## config.mk

```make
export PLATFORM = sky130hd
export DESIGN_NAME = obstacle_scroller
export DESIGN_NICKNAME = d
export VERILOG_FILES = /design/src/rtl/obstacle_scroller.sv
export SDC_FILE = /design/constraint.sdc
export NUM_CORES = 1
export LEC_CHECK = 0
export BUFFER_PORTS_ARGS = -buffer_cell sky130_fd_sc_hd__buf_4
export CORE_ASPECT_RATIO = 1.4
export CORE_UTILIZATION = 55
export DETAILED_ROUTE_END_ITERATION = 16
export PLACE_DENSITY = 0.87
export SLEW_MARGIN = 20
export SYNTH_ARGS = -nofsm -noshare
export SYNTH_HDL_FRONTEND = slang
export SYNTH_SLANG_ARGS = --single-unit
```

## constraint.sdc

```tcl
create_clock -name Clk -period 2.7 [get_ports Clk]
set_input_delay 0.54 -clock Clk [delete_from_list [all_inputs] [get_ports Clk]]
set_output_delay 0.54 -clock Clk [all_outputs]
set_load 0.05 [all_outputs]
```

## src/rtl/obstacle_scroller.sv

```systemverilog
// Obstacle geometry source for Flappy: scrolls the obstacle X edge, draws a
// pseudo-random gap Y edge, counts bird passes, and runs the Start/Lose/Ack session.
module obstacle_scroller #(
    parameter int unsigned X_START   = 640,
    parameter int unsigned SPEED     = 1,
    parameter int unsigned TICK_DIV  = 1,
    parameter int unsigned BIRD_X    = 320,
    parameter int unsigned Y_MIN     = 100,
    parameter int unsigned Y_MAX     = 340,
    parameter int unsigned Y_INIT    = 240,
    parameter logic [9:0]  LFSR_SEED = 10'h2A5
) (
    input  logic       Clk,
    input  logic       reset,
    input  logic       Start,
    input  logic       Lose,
    input  logic       Ack,
    output logic [9:0] X_Edge,
    output logic [9:0] Y_Edge,
    output logic       Pass,
    output logic [3:0] Score,
    output logic       Q_Idle,
    output logic       Q_Run,
    output logic       Q_Done
);

    localparam int unsigned CW = (TICK_DIV > 1) ? $clog2(TICK_DIV) : 1;
    localparam logic [CW-1:0] TICK_LAST = CW'(TICK_DIV - 1);
    localparam logic [9:0] X_START_W = 10'(X_START);
    localparam logic [9:0] SPEED_W   = 10'(SPEED);
    localparam logic [9:0] BIRD_X_W  = 10'(BIRD_X);
    localparam logic [9:0] Y_MIN_W   = 10'(Y_MIN);
    localparam logic [9:0] Y_MAX_W   = 10'(Y_MAX);
    localparam logic [9:0] Y_INIT_W  = 10'(Y_INIT);

    typedef enum logic [1:0] {S_IDLE, S_RUN, S_DONE} state_t;

    state_t        state_q, state_d;
    logic [9:0]    x_q, x_d;
    logic [9:0]    y_q, y_d;
    logic [3:0]    score_q, score_d;
    logic          pass_q, pass_d;
    logic [CW-1:0] cnt_q, cnt_d;
    logic [9:0]    lfsr_q, lfsr_d;
    logic [9:0]    y_sum, y_new;
    logic          tick;

    always_comb begin
        // x^10 + x^7 + 1, shifted every clock regardless of state
        lfsr_d  = {lfsr_q[8:0], lfsr_q[9] ^ lfsr_q[6]};
        y_sum   = Y_MIN_W + {2'b00, lfsr_q[7:0]};
        y_new   = (y_sum > Y_MAX_W) ? Y_MAX_W : y_sum;
        tick    = (cnt_q == TICK_LAST);

        state_d = state_q;
        x_d     = x_q;
        y_d     = y_q;
        score_d = score_q;
        pass_d  = 1'b0;
        cnt_d   = cnt_q;

        case (state_q)
            S_IDLE: begin
                x_d     = X_START_W;
                y_d     = Y_INIT_W;
                score_d = '0;
                cnt_d   = '0;
                if (Start) begin
                    state_d = S_RUN;
                    y_d     = y_new;
                end
            end
            S_RUN: begin
                // Lose wins over a coincident tick so the collision frame is held
                if (Lose) begin
                    state_d = S_DONE;
                end else begin
                    cnt_d = tick ? '0 : cnt_q + CW'(1);
                    if (tick) begin
                        if (x_q > SPEED_W) begin
                            x_d = x_q - SPEED_W;
                            if ((x_q >= BIRD_X_W) && (x_d < BIRD_X_W)) begin
                                pass_d  = 1'b1;
                                score_d = (score_q == 4'd15) ? score_q : score_q + 4'd1;
                            end
                        end else begin
                            x_d = X_START_W;
                            y_d = y_new;
                        end
                    end
                end
            end
            S_DONE: begin
                if (Ack) begin
                    state_d = S_IDLE;
                    x_d     = X_START_W;
                    y_d     = Y_INIT_W;
                    score_d = '0;
                end
            end
            default: state_d = S_IDLE;
        endcase
    end

    always_ff @(posedge Clk or negedge reset) begin
        if (!reset) begin
            state_q <= S_IDLE;
            x_q     <= X_START_W;
            y_q     <= Y_INIT_W;
            score_q <= '0;
            pass_q  <= 1'b0;
            cnt_q   <= '0;
            lfsr_q  <= LFSR_SEED;
        end else begin
            state_q <= state_d;
            x_q     <= x_d;
            y_q     <= y_d;
            score_q <= score_d;
            pass_q  <= pass_d;
            cnt_q   <= cnt_d;
            lfsr_q  <= lfsr_d;
        end
    end

    assign X_Edge = x_q;
    assign Y_Edge = y_q;
    assign Pass   = pass_q;
    assign Score  = score_q;
    assign Q_Idle = (state_q == S_IDLE);
    assign Q_Run  = (state_q == S_RUN);
    assign Q_Done = (state_q == S_DONE);

endmodule

```

==> results of run 1 <==
[where the power goes]
| group | switching [mW] | internal [mW] | leakage, nW | total, mW |
|---|---|---|---|---|
| logic | 1.06 | 0.537 | 0.554 | 1.59 |
| clock network | 0.196 | 0.273 | 0.0541 | 0.469 |
| registers | 0.124 | 0.680 | 0.454 | 0.804 |
[state kept, by name (all words and copies together), names as in the netlist]
| signal | count |
|---|---|
| Score | 4 |
| state_q | 2 |
| lfsr_q | 10 |
| X_Edge | 10 |
| Pass | 1 |
| Y_Edge | 9 |
[worst paths after layout]
check                      depth (start not counted)      start        end  slack, ps
min in group Clk                                   0  lfsr_q[8]  lfsr_q[9]        350
setup / recovery                                   7  lfsr_q[2]  Y_Edge[0]        410
hold reg to reg                                    0  lfsr_q[8]  lfsr_q[9]        350
hold / removal                                     1      reset  lfsr_q[6]        200
setup reg to reg                                   7  lfsr_q[2]  Y_Edge[0]        410
max in group asynchronous                          1      reset  X_Edge[7]       2160
[kinds of logic (layout without fill, tap and decap cells)]
family	Yosys count	after routing	synth area share, %
xor gates and xnor gates	5	5	2.26
and+or+nand+nor	69	69	18.8
AOI/OAI and AO/OA	56	56	20.5
buffers and inverters	17	52	4.26
adders and majority gates	9	9	5.81
muxes	2	2	1.10
other	1	1	0.193
DFF	36	36	47.2
[critical path, delay by kind of cell, from the launching register on]
kind                     cells  cell delay (ps)
flip-flops                   1              560
AO/OA/AOI/OAI                4             1110
buffers and inverters        1               70
AND/OR/NAND/NOR              1              130
adder cells (fa/ha/maj)      1              300
[metrics by stage]
stage	worst slack (ps)	utilization, %
after floorplan	452	-
after global placement	578	65.2
after detailed placement	443	65.2
after CTS	433	68.5
after global routing	247	68.5
final	411	68.5
[layout by cell type, fill, tap and decap left out, types with 3 or more instances in the layout]
cell type	netlist	routed
dfrtp_1	25	25
xor2_1	3	3
a21oi_1	6	6
nor3_1	8	8
nand2b_1	5	5
inv_1	9	9
o21ai_0	17	17
o31ai_1	6	6
nand3_1	7	7
a22o_1	3	3
or3_1	4	4
clkbuf_8	0	5
o211ai_1	3	3
ha_1	9	9
nand2_1	24	24
buf_4	2	35
nor2_1	10	10
dfstp_2	11	11
[cell type report]
class,instances,share of cell area (%)
clock buffer,5,2.97
clock inverter,3,1.84
inverter,9,1.46
multi-input combinational,142,40.7
sequential,36,39.5
tap,40,2.16
timing repair buffer,35,11.4
[layer usage]
metal	up-vias	wire length, um
met2	46	2130
met3	11	144
met5	-	0
met4	0	103
met1	774	1650
li1	766	-
==> flow_summary.toml, run 1 <==
[outcome]
status = "finished clean"

[layout]
syn2layout_area_growth_pct = 19.4
diodes = 0
regArea_um2 = 915
drive_above_1_share_pct = 28.3
num-nets-final = 243
multiInputGateArea_um2 = 942
final_cells = 270
finalInstanceArea_um2 = 2310
nFillCells = 273

[drt]
drt-initial-drc-count = 55
wl_mm = 4.03
wl_per_cell_um = 14.9
ant_nets = 0
firstDrtPassIters = 6
drc = 0
vias = 1597
avgViaCountPerCell = 5.91

[clock_tree]
cts_resized = 0
cts_buffers = 5
clockBufferDepth = 2
path_clk_slew_ps = 70
cts_root_buf = "clkbuf_8"
clk_latency_ps = 290
hold_buffers = 0
cts_tree = "yes"
htree_levels = 2
clock_sinks = 36
post_cts_buffers = 0

[synth]
yosys-top-cells-area = "dfrtp_1 (32%), dfstp_2 (15%), ha_1 (5.8%), nand2_1 (4.6%), o21ai_0 (4.4%)"
syn_nets = 209
synth_common_cells = "dfrtp_1 (25), nand2_1 (24), o21ai_0 (17), dfstp_2 (11), nor2_1 (10)"
ys.flop_type = "dfrtp_1"
yosys_warnings = 0
ys_seq_elements = 36
synth_seq_area_share_pct = 47.2
synth.most_common_cell = "dfrtp_1"
syn_inst = 195
syn_area_um2 = 1940
synth_edf_count = 0
ys_types = 50
synth_top_cell_by_area = "dfrtp_1"
async_reset_ff_share_pct = 100
synth_top_area_share_pct = 32.3
synth.avg_cell_area_um2 = 9.95

[sta]
hold_viol_final = 0
setup_viol = 0
fmax_ghz = 0.437
relSlewSlack_pct = 52.1
finalCriticalPeriod_ps = 2290
worst_slew_pin_slew_ps = 716
min_period_over_period_pct = 84.8
fin_worst_skew_ps = 5.67
slew_violations = 0
rsz0062_at_grt = "no"
holdWs_ps = 198
setup-tns-final_ps = 0

[pwr]
power_density_nw_per_um2 = 1240
finalPower_mw = 2.87
peakVddDrop_v = 0.000749
total_leakage_power_nw = 1.06

[setup_path]
crit_slowest_cell = "o32ai_1"
cp.arrival_ps = 2460
cp-start-kind = "register"
worstSetupPathType = "reg2reg"
cpPeakStageDelay_ps = 650
worstPathRequired_ps = 2880
path_max_fanout = 5
path_cells = "inv_1 > ha_1 > a2bb2oi_1 > a21boi_0 > o32ai_1 > nor3_2 > a22o_1"
critPathCaptureType = "register"

[floorplan]
die_width_um = 52.2
placementRows = 25
coreArea_um2 = 3380
die_y_um = 72.3
num_io_pins = 33
initial_utilization_pct = 57.4
dieArea_um2 = 3770

[global_routing]
grt_pass1_vias = 1470
grt_util_met2_pct = 38.7
grtUsageMet1_pct = 27.3
use_met3_pct = 5.87
grt_usage_pct = 23.3
grt-ovfl-total = 0
grt_pass1_wl_mm = 6.46
antenna_found_initial = 0
grt_busiest_layer = "met2"
grt_start_max_net_pins = 37

[worst_hold_path]
min_path_type = "in2async"

[job]
maxCapViolations = 0

[placed_design]
placed_cell_area_um2 = 2200
port_buffers = 31
dp_hpwl_mm = 2.89
placed_cells = 262
gp_congestion = 0.833
Power figures use the tool's default switching activity.
==> run 2: changes to the inputs <==
==> constraint.sdc (replaced) <==
create_clock -name Clk -period 2.3 [get_ports Clk]
set_input_delay 0.46 -clock Clk [delete_from_list [all_inputs] [get_ports Clk]]
set_output_delay 0.46 -clock Clk [all_outputs]
set_load 0.05 [all_outputs]
==> run 2 against run 1 <==
  * Flip-flop and latch count is the same
  * Sequential power grew 16%
  * Final cell count grew 1.9%
  * Register-to-register slack lost 170 ps
  * Clock skew is essentially flat
  * Via count shrank 0.56%
  * Clock-buffer cell count is the same
  * Die area is the same
  * Design area grew 0.81%
  * Critical endpoint is now Score[3]
  * Largest cell class unchanged
  * Highest routed layer unchanged
==> flow_summary.toml, run 2 (synthesis gave the netlist of run 1 again) <==
[outcome]
status = "finished clean"

[setup_path]
critPathCaptureType = "register"
cp.arrival_ps = 2250
r2r_cells = 6
cp-start-kind = "register"
path_max_fanout = 7
worstSetupPathType = "reg2reg"
worstPathRequired_ps = 2490

[clock_tree]
post_cts_buffers = 0
cts_buffers = 5
clk_latency_ps = 290
cts_tree = "yes"
cts_resized = 0
cts_root_buf = "clkbuf_8"
htree_levels = 2
clockBufferDepth = 2
clock_sinks = 36
path_clk_slew_ps = 70
hold_buffers = 0

[sta]
finalCriticalPeriod_ps = 2060
setup_ws_ps = 240
setup-tns-final_ps = 0
setup_viol = 0
fin_worst_skew_ps = 5.95
min_period_over_period_pct = 89.6
hold_viol_final = 0
fmax_ghz = 0.485
slew_violations = 0
rsz0062_at_grt = "no"

[floorplan]
die_y_um = 72.3
die_width_um = 52.2
placementRows = 25
dieArea_um2 = 3770
num_io_pins = 33
coreArea_um2 = 3380
initial_utilization_pct = 57.4

[drt]
drt-initial-drc-count = 60
avgViaCountPerCell = 5.77
ant_nets = 0
drc = 0
wl_per_cell_um = 15.1
wl_mm = 4.14
firstDrtPassIters = 4
vias = 1588

[pwr]
peakVddDrop_v = 0.000945
power_density_nw_per_um2 = 1430
total_leakage_power_nw = 1.08

[global_routing]
grt_usage_pct = 25.2
grt_pass1_wl_mm = 6.97
grt_start_max_net_pins = 37
antenna_found_initial = 0
grt_pass1_vias = 1540
grt-ovfl-total = 0

[layout]
syn2layout_area_growth_pct = 20.3
finalInstanceArea_um2 = 2330
diodes = 0
regArea_um2 = 915
nFillCells = 263
layout.cells.most_common_list = "buf_4 (40), dfrtp_1 (25), nand2_1 (24), o21ai_0 (17), dfstp_2 (11)"
multiInputGateArea_um2 = 947
post-route-util_pct = 69.1
final_cells = 275
num-nets-final = 248
layout_commonest_cell = "buf_4"
drive_above_1_share_pct = 30.2

[placed_design]
placed_cell_area_um2 = 2240
dp_hpwl_mm = 2.97
gp_congestion = 0.818
port_buffers = 31
dp_worst_setup_slack_ps = 217
placed_cells = 267

[worst_hold_path]
min_path_type = "in2async"

[job]
maxCapViolations = 0
run 2: cell types whose count changed in the layout (fill, tap and decap cells not counted), sizes merged:
cell	delta
clkinv	+2
clkinvlp	-1
buf	+5
bufinv	-1
run 2: routing by layer:
layer | vias to the layer above | track usage [%] | part of all wire, %
li1 | 778 | - | -
met1 | 759 | 29.8 | 43
met2 | 39 | 42.2 | 51
met3 | 12 | 5.45 | 3.3
met4 | 0 | 13.2 | 3.0
met5 | - | 0 | 0
run 2: worst paths after layout:
check / slack [ps] / start / to
max reg2reg: 240 / X_Edge[4] / Score[3]
max in group asynchronous: 1840 / reset / Y_Edge[7]
min: 110 / reset / Y_Edge[0]
max: 240 / X_Edge[4] / Score[3]
min reg2reg: 350 / lfsr_q[8] / lfsr_q[9]
min in group Clk: 350 / lfsr_q[8] / lfsr_q[9]
run 2: power by group:
group | internal (mW) | switching [mW]
combinational | 0.683 | 1.28
sequential | 0.797 | 0.133
clock | 0.211 | 0.237
run 2: critical path: stages (launching register included):
cell	delay, ps
dfrtp_1	440
or3_1	510
or3_4	420
o21ai_2	190
nand4bb_4	210
o211ai_2	100
o311ai_1	90
run 2: final cells by class:
class,count,share of cell area [%]
multi-input cells,142,40.6
flip-flops and latches,36,39.2
repair buffers,40,12.9
clock buffers,5,2.95
well taps,40,2.14
inverters,9,1.45
clock inverters,3,0.804
run 2: per-stage QoR:
step | power [mW] | hold slack (ps)
global placement | 2.84 | 336
global route | 3.56 | 142
finish | 3.34 | 112
CTS | 3.33 | 121
detailed placement | 2.88 | 341
floorplan | 2.37 | 164
